## src/rtl/sr_pkg.sv

```systemverilog
// rtl/sr_pkg.sv - shared defaults, counter-width helper and conflict priority for sr_input_conditioner
package sr_pkg;

  localparam int DEBOUNCE_CYCLES_DEF = 4;
  localparam int SYNC_STAGES_DEF     = 2;

  // When both channels rise on the same edge, reset takes the pulse.
  localparam bit RESET_WINS = 1'b1;

  function automatic int cnt_width(input int n);
    return $clog2(n + 1);
  endfunction

endpackage

```

## src/rtl/sr_debounce_chan.sv

```systemverilog
// rtl/sr_debounce_chan.sv - one button channel: synchronizer, debounce counter, level and rise detect
module sr_debounce_chan
  import sr_pkg::*;
#(
  parameter int DEBOUNCE_CYCLES = DEBOUNCE_CYCLES_DEF,
  parameter int SYNC_STAGES     = SYNC_STAGES_DEF
) (
  input  logic clk,
  input  logic rst_n,
  input  logic raw,
  output logic level,
  output logic rise
);

  localparam int CW = cnt_width(DEBOUNCE_CYCLES);
  localparam logic [CW-1:0] LAST = CW'(DEBOUNCE_CYCLES - 1);

  logic [SYNC_STAGES-1:0] sync;
  logic [CW-1:0]          cnt;
  logic                   synced;
  logic                   flip;

  assign synced = sync[SYNC_STAGES-1];
  assign flip   = (synced != level) && (cnt == LAST);
  // Combinational on purpose: the top registers it on the same edge the level toggles.
  assign rise   = flip & ~level;

  always_ff @(posedge clk or negedge rst_n) begin
    if (!rst_n) begin
      sync  <= '0;
      cnt   <= '0;
      level <= 1'b0;
    end else begin
      sync <= {sync[SYNC_STAGES-2:0], raw};
      if (synced == level) begin
        cnt <= '0;
      end else if (flip) begin
        cnt   <= '0;
        level <= ~level;
      end else begin
        cnt <= cnt + 1'b1;
      end
    end
  end

endmodule

```

## src/rtl/sr_input_conditioner.sv

```systemverilog
// rtl/sr_input_conditioner.sv - set/reset button conditioner top; optional set_count under SR_EVENT_CNT_EN
module sr_input_conditioner
  import sr_pkg::*;
#(
  parameter int DEBOUNCE_CYCLES = DEBOUNCE_CYCLES_DEF,
  parameter int SYNC_STAGES     = SYNC_STAGES_DEF
) (
  input  logic       clk,
  input  logic       rst_n,
  input  logic       set_raw,
  input  logic       rst_raw,
  output logic       s_out,
  output logic       r_out,
  output logic       s_level,
  output logic       r_level,
  output logic       conflict
`ifdef SR_EVENT_CNT_EN
  ,
  output logic [7:0] set_count
`endif
);

  logic set_rise;
  logic rst_rise;
  logic s_next;
  logic r_next;

  sr_debounce_chan #(.DEBOUNCE_CYCLES(DEBOUNCE_CYCLES), .SYNC_STAGES(SYNC_STAGES)) u_set (
    .clk   (clk),
    .rst_n (rst_n),
    .raw   (set_raw),
    .level (s_level),
    .rise  (set_rise)
  );

  sr_debounce_chan #(.DEBOUNCE_CYCLES(DEBOUNCE_CYCLES), .SYNC_STAGES(SYNC_STAGES)) u_rst (
    .clk   (clk),
    .rst_n (rst_n),
    .raw   (rst_raw),
    .level (r_level),
    .rise  (rst_rise)
  );

  always_comb begin
    s_next = set_rise;
    r_next = rst_rise;
    if (RESET_WINS) begin
      s_next = set_rise & ~rst_rise;
    end else begin
      r_next = rst_rise & ~set_rise;
    end
  end

  always_ff @(posedge clk or negedge rst_n) begin
    if (!rst_n) begin
      s_out    <= 1'b0;
      r_out    <= 1'b0;
      conflict <= 1'b0;
    end else begin
      s_out    <= s_next;
      r_out    <= r_next;
      conflict <= set_rise & rst_rise;
    end
  end

`ifdef SR_EVENT_CNT_EN
  // Counts only pulses that reach s_out, so arbitrated-away sets are excluded.
  always_ff @(posedge clk or negedge rst_n) begin
    if (!rst_n) begin
      set_count <= 8'd0;
    end else if (s_next && (set_count != 8'hFF)) begin
      set_count <= set_count + 8'd1;
    end
  end
`endif

endmodule

```

## config.mk

```make
export PLATFORM = sky130hd
export DESIGN_NAME = sr_input_conditioner
export DESIGN_NICKNAME = d
export VERILOG_FILES = /design/src/rtl/sr_pkg.sv /design/src/rtl/sr_debounce_chan.sv /design/src/rtl/sr_input_conditioner.sv
export SDC_FILE = /design/constraint.sdc
export NUM_CORES = 1
export LEC_CHECK = 0
export CAP_MARGIN = 20
export CORE_AREA = 2 2 39 41
export DETAILED_ROUTE_END_ITERATION = 8
export DIE_AREA = 0 0 41 43
export HOLD_SLACK_MARGIN = 0.02
export PLACE_DENSITY = 0.7
export SYNTH_ARGS = -nofsm -noshare
export SYNTH_HDL_FRONTEND = slang
export SYNTH_HIERARCHICAL = 1
export SYNTH_SLANG_ARGS = --single-unit
```

## constraint.sdc

```tcl
create_clock -name clk -period 2.7 [get_ports clk]
set_clock_uncertainty 0.2 [all_clocks]
set_input_delay 0.405 -clock clk [delete_from_list [all_inputs] [get_ports clk]]
set_output_delay 0.405 -clock clk [all_outputs]
set_load 0.05 [all_outputs]
```

After elaboration in Yosys (flattened, before gate mapping)

Index checks and enable logic that the tools add are counted.

Register bits: 15
Latch bits: 0
RAM bits: 0
Bits in read-only memories: 0
Input bits: 4
Output and inout port bits: 5
Word-level logic and storage cells: 34
Memories kept: 0

Add/sub/neg operators: 2
Multipliers: 0
Div/mod/pow operators: 0
Order comparisons: 0
Equal/unequal tests: 6
Shifts and indexed selects: 0
Muxes and demuxes: 4
Bitwise gates (word level): 9
Reduce and logical (&&, ||, !) cells: 4

Operators by type and width:

| kind                                                | count |
|---|---|
| two-way mux 3 bit                                   | 4 |
| adder 3 x 1 -> 3 bit, second input constant         | 2 |
| equality test 3 x 2 -> 1 bit, second input constant | 2 |
| NOT 1 bit                                           | 5 |
| bitwise AND 1 bit                                   | 4 |
| AND reduction 2 bit                                 | 2 |
| equality test 1 bit                                 | 2 |
| logical AND 1 bit                                   | 2 |
| != test 1 bit                                       | 2 |

Depth between registers and ports, before layout

Gate-level depths: netlist of run 1.

Word-level depth: 5
Depth in mapped cells: 4
Mapped depth without buffers: 4

Modules after synthesis

Netlist of run 1, hierarchy kept.

Modules (own cells, without submodules):

| module                    | instances | cells an instance | area each (µm²) | seq. area each (µm²) |
|---|---|---|---|---|
| sr_debounce_chan at u_rst | 1         | 14                | 231.5           | 150.1 |
| sr_debounce_chan at u_set | 1         | 14                | 226.5           | 150.1 |
| sr_input_conditioner      | 1         | 5                 | 91.3            | 75.1 |

Worst setup path before layout of run 1

Ideal clock, no wire load.

Kind: register to register
Start point: reg u_rst.level
End point: reg conflict
Library setup time: 0.120 ns
Arrival: 1.083 ns
Data required time: 2.380 ns
Setup slack: 1.297 ns
Cell stages (with the launch flop): 3
Path buffers: 0
Clock period less this slack: 1.403 ns
Cell sequence: dfrtp_1 -> and3b_2 -> and2_2

Word-level cells in the longest chain between the ends: 4
Elaborated cells on any way between the ends: 5
Classes of those cells: eq/ne: 1; bitwise: 3; reduce/logical: 1

RTL lines:

| element                  | RTL line                   | RTL |
|---|---|---|
| start: declaration       | sr_debounce_chan.sv:11     | `output logic level,` |
| start signal: assignment | sr_debounce_chan.sv:39     | `level <= ~level;` |
| != test 1 bit            | sr_debounce_chan.sv:24     | `assign flip = (synced != level) && (cnt == LAST);` |
| logical AND 1 bit        | sr_debounce_chan.sv:24     |  |
| bitwise AND 1 bit *      | sr_debounce_chan.sv:26     | `assign rise = flip & ~level;` |
| named net r_next         | sr_input_conditioner.sv:26 | `logic r_next;` |
| bitwise AND 1 bit *      | sr_input_conditioner.sv:62 | `conflict <= set_rise & rst_rise;` |
| end signal: assignment   | sr_input_conditioner.sv:62 |  |
| end: declaration         | sr_input_conditioner.sv:16 | `output logic conflict` |

The timed path passes the listed nets; every way through them passes the cells marked *.
A chain may end at the register's enable or synchronous reset.

Final worst setup path of run 1

Start point: reg u_rst.level
End point: out r_level

RTL lines:

| element          | RTL line                   | RTL |
|---|---|---|
| end: declaration | sr_input_conditioner.sv:15 | `output logic r_level,` |

No word-level cell between the ends.

==> reports/qor.csv, run 1 <==
metric,value,unit
crit path DAT,1.49,ns
critical path's slowest cell,clkdlybuf4s50_1,
DRT Pass-1 Iters,2,
reg2reg end,conflict$_DFF_PN0_,
worst-path cell chain,clkdlybuf4s50_1,
# DRC,0,
total track usage,11.0,%
initial antenna violation count,0,
Detailed Route Iter0 Violations,5,
core outline area,0.00138,sq mm
synth top area cells,"dfrtp_1, nor2b_4, ha_1, nor3b_1, and3b_2",
cell count of the worst reg-to-reg path,4,
r2r setup slk,1.24,ns
max_cap viols,0,
clock slew at reported path FFs,0.08,ns
most frequent cells in the layout,"dfrtp_1, clkdlybuf4s50_1, clkbuf_4, nor3b_1",
Lkg Pwr,0.311,nW
Port-buffer cells,8,
TritonCTS clock tree,built,
CP top delay family,buffers and inverters,
Clock Latency Late Sink,0.27,ns
worst vdd ir,0.000367,V
"most common cell after layout, fill and taps aside",dfrtp_1,
Power Density,935,mW/mm^2
Final min period,2.09,ns
share of the synthesized area in the top cell type,68.3,%
"Hold Vio Cnt, Final",0,
RSZ-0062 raised after global routing,no,
ratio of cells with drive above 1 in the final layout,24.4,%
Worst Setup End Kind,output port,
Starting Density,39.7,%
Die W,41,um
area growth from synthesis to layout,23.0,%
n_diodes,0,
Synth Instances,33,
io pins,9,
kind of critical path,flop to output port,
register area share after synthesis,68.3,%
WL/cell,12.3,um
first-pass GRT wire length,1220,um
Vias/cell,4.85,
vias in the first global route,298,
row count,14,
post-route antenna net violation count,0,
Root Buffer,clkbuf_4,
syn_nets,39,
Chip Height,43,um
largest area contributor in the netlist,dfrtp_1,
CP peak stage delay,0.82,ns
Worst Hold End,u_set/sync[1]$_DFF_PN0_,
Setup TNS,0,ns
GP Congestion,0.652,
DR vias,296,
"Max FO, Critical Path",4,
cell area after synthesis,549,sq um
design area,676,sq um
Max Fclk,478,MHz
largest net degree at the start of global routing,16,
fillers,122,
"Slew Viols, Final",0,
min-delay src,u_set/sync[0]$_DFF_PN0_,
final setup violation count,0,
nets,52,
Synth cell types,12,
Reg-to-Reg Start,u_rst/cnt[0]$_DFF_PN0_,
relative slew slack,57.4,%
worst path bufs/invs,1,
H-tree Lvls,1,
post-CTS sizing,0,
status,"finished, final reports clean",
Fin Hold WS,0.155,ns
placed cells,57,
WL final,748,um
fin crit share,77.5,%
fin cells,61,
DIE AREA,0.00176,sq mm
Congestion Overflow GR,0,
Worst path depth,1,
hold buffers post-CTS,0,
Hold Crit Depth,0,
Worst Hold Class,flop to flop,
clk buf depth,2,
CTS sink count,15,
Yosys Warn Count,6,
crit path launch type,flop,
Synth Register Bits,15,
Mean Syn Cell Area,16.6,sq um
number of post-CTS setup repair buffers,0,
CP required,2.10,ns
Slew @ Worst Pin,0.637,ns
Inserted Clock Buffers,3,
Placed Instance Area,649,sq um
Layout Utilization,48.8,%
through the flow:
stage | power (mW) | setup WS [ns]
3_3_place_gp | 0.496 | 0.919
5_1_grt | 0.672 | 0.551
3_5_place_dp | 0.518 | 0.900
6_report | 0.632 | 0.608
4_1_cts | 0.644 | 0.591
2_1_floorplan | 0.446 | 1.30
layer usage:
layer / GRT usage (%) / routed length [um]
met4: 8.00 / 5
met2: 16.9 / 433
met1: 12.3 / 264
met5: 0 / 0
met3: 3.14 / 44
cell type report:
| class | count | area [sq um] | area share, % |
|---|---|---|---|
| multi-input cells | 18 | 174 | 25.7 |
| well taps | 16 | 20.0 | 2.96 |
| flip-flops and latches | 15 | 375 | 55.6 |
| repair buffers | 8 | 80.1 | 11.9 |
| clock buffers | 4 | 26.3 | 3.89 |
logic make-up (layout without fill, tap and decap cells):
family | Yosys count | after routing | share of synthesized area [%]
simple gates | 12 | 12 | 19.8
xor+xnor | 2 | 2 | 3.19
buf+inv | 0 | 12 | 0
fa+ha+maj | 2 | 2 | 4.56
flops | 15 | 15 | 68.3
mux | 2 | 2 | 4.10
cell usage after synthesis:
| cell | number |
|---|---|
| mux2_2 | 1 |
| dfrtp_1 | 15 |
| mux2_1 | 1 |
| nor3b_1 | 3 |
| nor2b_4 | 2 |
| xnor2_1 | 2 |
| ha_1 | 2 |
| and3b_2 | 2 |
| and2_2 | 1 |
| nor3b_2 | 1 |
| and2b_2 | 1 |
| nor3_1 | 2 |
power by group:
group	switching, mW	internal, mW
clock network	0.0622	0.0571
registers	0.0287	0.269
logic	0.120	0.0949
total	0.211	0.421
worst max-delay path by stage:
stage | startpoint | endpoint | slack (ns)
2_1_floorplan | u_rst/level$_DFFE_PN0P_ | conflict$_DFF_PN0_ | 1.30
3_3_place_gp | u_rst/level$_DFFE_PN0P_ | r_level | 0.92
3_5_place_dp | u_set/level$_DFFE_PN0P_ | s_level | 0.90
4_1_cts | u_rst/level$_DFFE_PN0P_ | r_level | 0.59
5_1_grt | u_set/level$_DFFE_PN0P_ | s_level | 0.55
6_report | u_rst/level$_DFFE_PN0P_ | r_level | 0.61
state kept, by name (all words and copies together), names as in the netlist:
name / cells
u_set/cnt: 3
u_set/level: 1
u_rst/cnt: 3
u_rst/level: 1
conflict: 1
u_set/sync: 2
r_out: 1
s_out: 1
u_rst/sync: 2
Note: power is estimated with default switching activity, not from simulation.
==> run 2: changes to the inputs <==
Clock period 2.7 ns to 2 ns, I/O delays scaled along.
==> reports/qor.csv, run 2 (synthesis gave the netlist of run 1 again) <==
metric,value,unit
CP required,1.50,ns
# DRC,0,
kind of critical path,flop to output port,
Congestion Overflow GR,0,
Detailed Route Iter0 Violations,1,
initial antenna violation count,0,
Setup TNS,0,ns
Port-buffer cells,8,
ratio of cells with drive above 1 in the final layout,28.9,%
fin crit share,95.4,%
DR vias,299,
GR peak layer,met2,
final setup violation count,0,
Max Fclk,524,MHz
H-tree Lvls,1,
CP top delay family,buffers and inverters,
io pins,9,
hold buffers post-CTS,0,
GRT met1 Usage,11.0,%
status,"finished, final reports clean",
total track usage,11.9,%
Slew @ Worst Pin,0.616,ns
first-pass GRT wire length,1240,um
Clock Latency Late Sink,0.28,ns
"Max FO, Critical Path",1,
CP peak stage delay,0.79,ns
HPWL after DPL,611,um
Root Buffer,clkbuf_4,
vias in the first global route,296,
Starting Density,39.7,%
nets,52,
Worst Setup End Kind,output port,
Inserted Clock Buffers,3,
worst vdd ir,0.000528,V
clock slew at reported path FFs,0.08,ns
post-route antenna net violation count,0,
row count,14,
"most common cell after layout, fill and taps aside",dfrtp_1,
worst-path cell chain,clkdlybuf4s50_1,
biggest regs,"u_rst/cnt (3), u_set/cnt (3)",
Die W,41,um
Worst Hold Class,flop to flop,
critical path's slowest cell,clkdlybuf4s50_1,
TritonCTS clock tree,built,
WL/cell,12.3,um
met2 global-route usage,18.8,%
largest net degree at the start of global routing,16,
post-CTS sizing,0,
most frequent cells in the layout,"dfrtp_1, clkdlybuf4s50_1, clkbuf_4, nor3b_1",
Power Density,1250,mW/mm^2
area growth from synthesis to layout,22.1,%
met3 Resource Use GR,4.71,%
crit path DAT,1.41,ns
DRT Pass-1 Iters,2,
Final min period,1.91,ns
"Slew Viols, Final",0,
GP Congestion,0.691,
n_diodes,0,
Fin Hold WS,0.151,ns
total power,840,uW
Chip Height,43,um
CTS sink count,15,
RSZ-0062 raised after global routing,no,
Vias/cell,4.90,
number of post-CTS setup repair buffers,0,
clk buf depth,2,
relative slew slack,58.8,%
max_cap viols,0,
Lkg Pwr,0.313,nW
crit path launch type,flop,
"Hold Vio Cnt, Final",0,
worst path bufs/invs,1,
WL final,748,um
core outline area,0.00138,sq mm
DIE AREA,0.00176,sq mm
==> run 2: worst paths after layout <==
path | slack (ns) | cells past startpoint | to | from
max | 0.09 | 1 | conflict | conflict$_DFF_PN0_
min | 0.15 | 0 | u_set/sync[1]$_DFF_PN0_ | u_set/sync[0]$_DFF_PN0_
max reg2reg | 0.52 | 4 | s_out$_DFF_PN0_ | u_rst/cnt[0]$_DFF_PN0_
min reg2reg | 0.15 | 0 | u_set/sync[1]$_DFF_PN0_ | u_set/sync[0]$_DFF_PN0_
max in group asynchronous | 1.00 | 1 | u_set/level$_DFFE_PN0P_ | rst_n
min in group asynchronous | 0.20 | 1 | s_out$_DFF_PN0_ | rst_n
==> run 2: through the flow <==
step                      cell area [sq um]  std cells  setup slack [ns]  util (%)
final                                   671         61            0.0912      48.5
after global routing                    671         61            0.0400      48.5
after CTS                               671         61            0.0747      48.5
after detailed placement                644         57             0.397      46.6
after global placement                  644         57             0.409      46.6
after floorplan                         549         33             0.597         -
==> run 2: per-layer routing <==
| metal | vias up | part of all wire (%) |
|---|---|---|
| met1 | 151 | 36 |
| met4 | 0 | 3.1 |
| li1 | 137 | - |
| met2 | 9 | 56 |
| met3 | 2 | 5.1 |
| met5 | - | 0 |
==> run 2: layout make-up <==
class / instances / area [sq um]
fill: 131 / 713
timing repair buffer: 8 / 75.1
multi-input combinational: 18 / 174
clock buffer: 4 / 26.3
sequential: 15 / 375
tap: 16 / 20.0
==> run 2: report_power, final <==
group          total, mW  internal, mW  switching (mW)
Combinational      0.272         0.117           0.154
Clock              0.166        0.0775          0.0886
Sequential         0.403         0.363          0.0402
==> run 3: changes to the inputs <==
Settings changed: HOLD_SLACK_MARGIN 0.02 to 0.03.
==> results of run 3 <==
The final DEF is identical to that of run 2; final timing and power are the same.
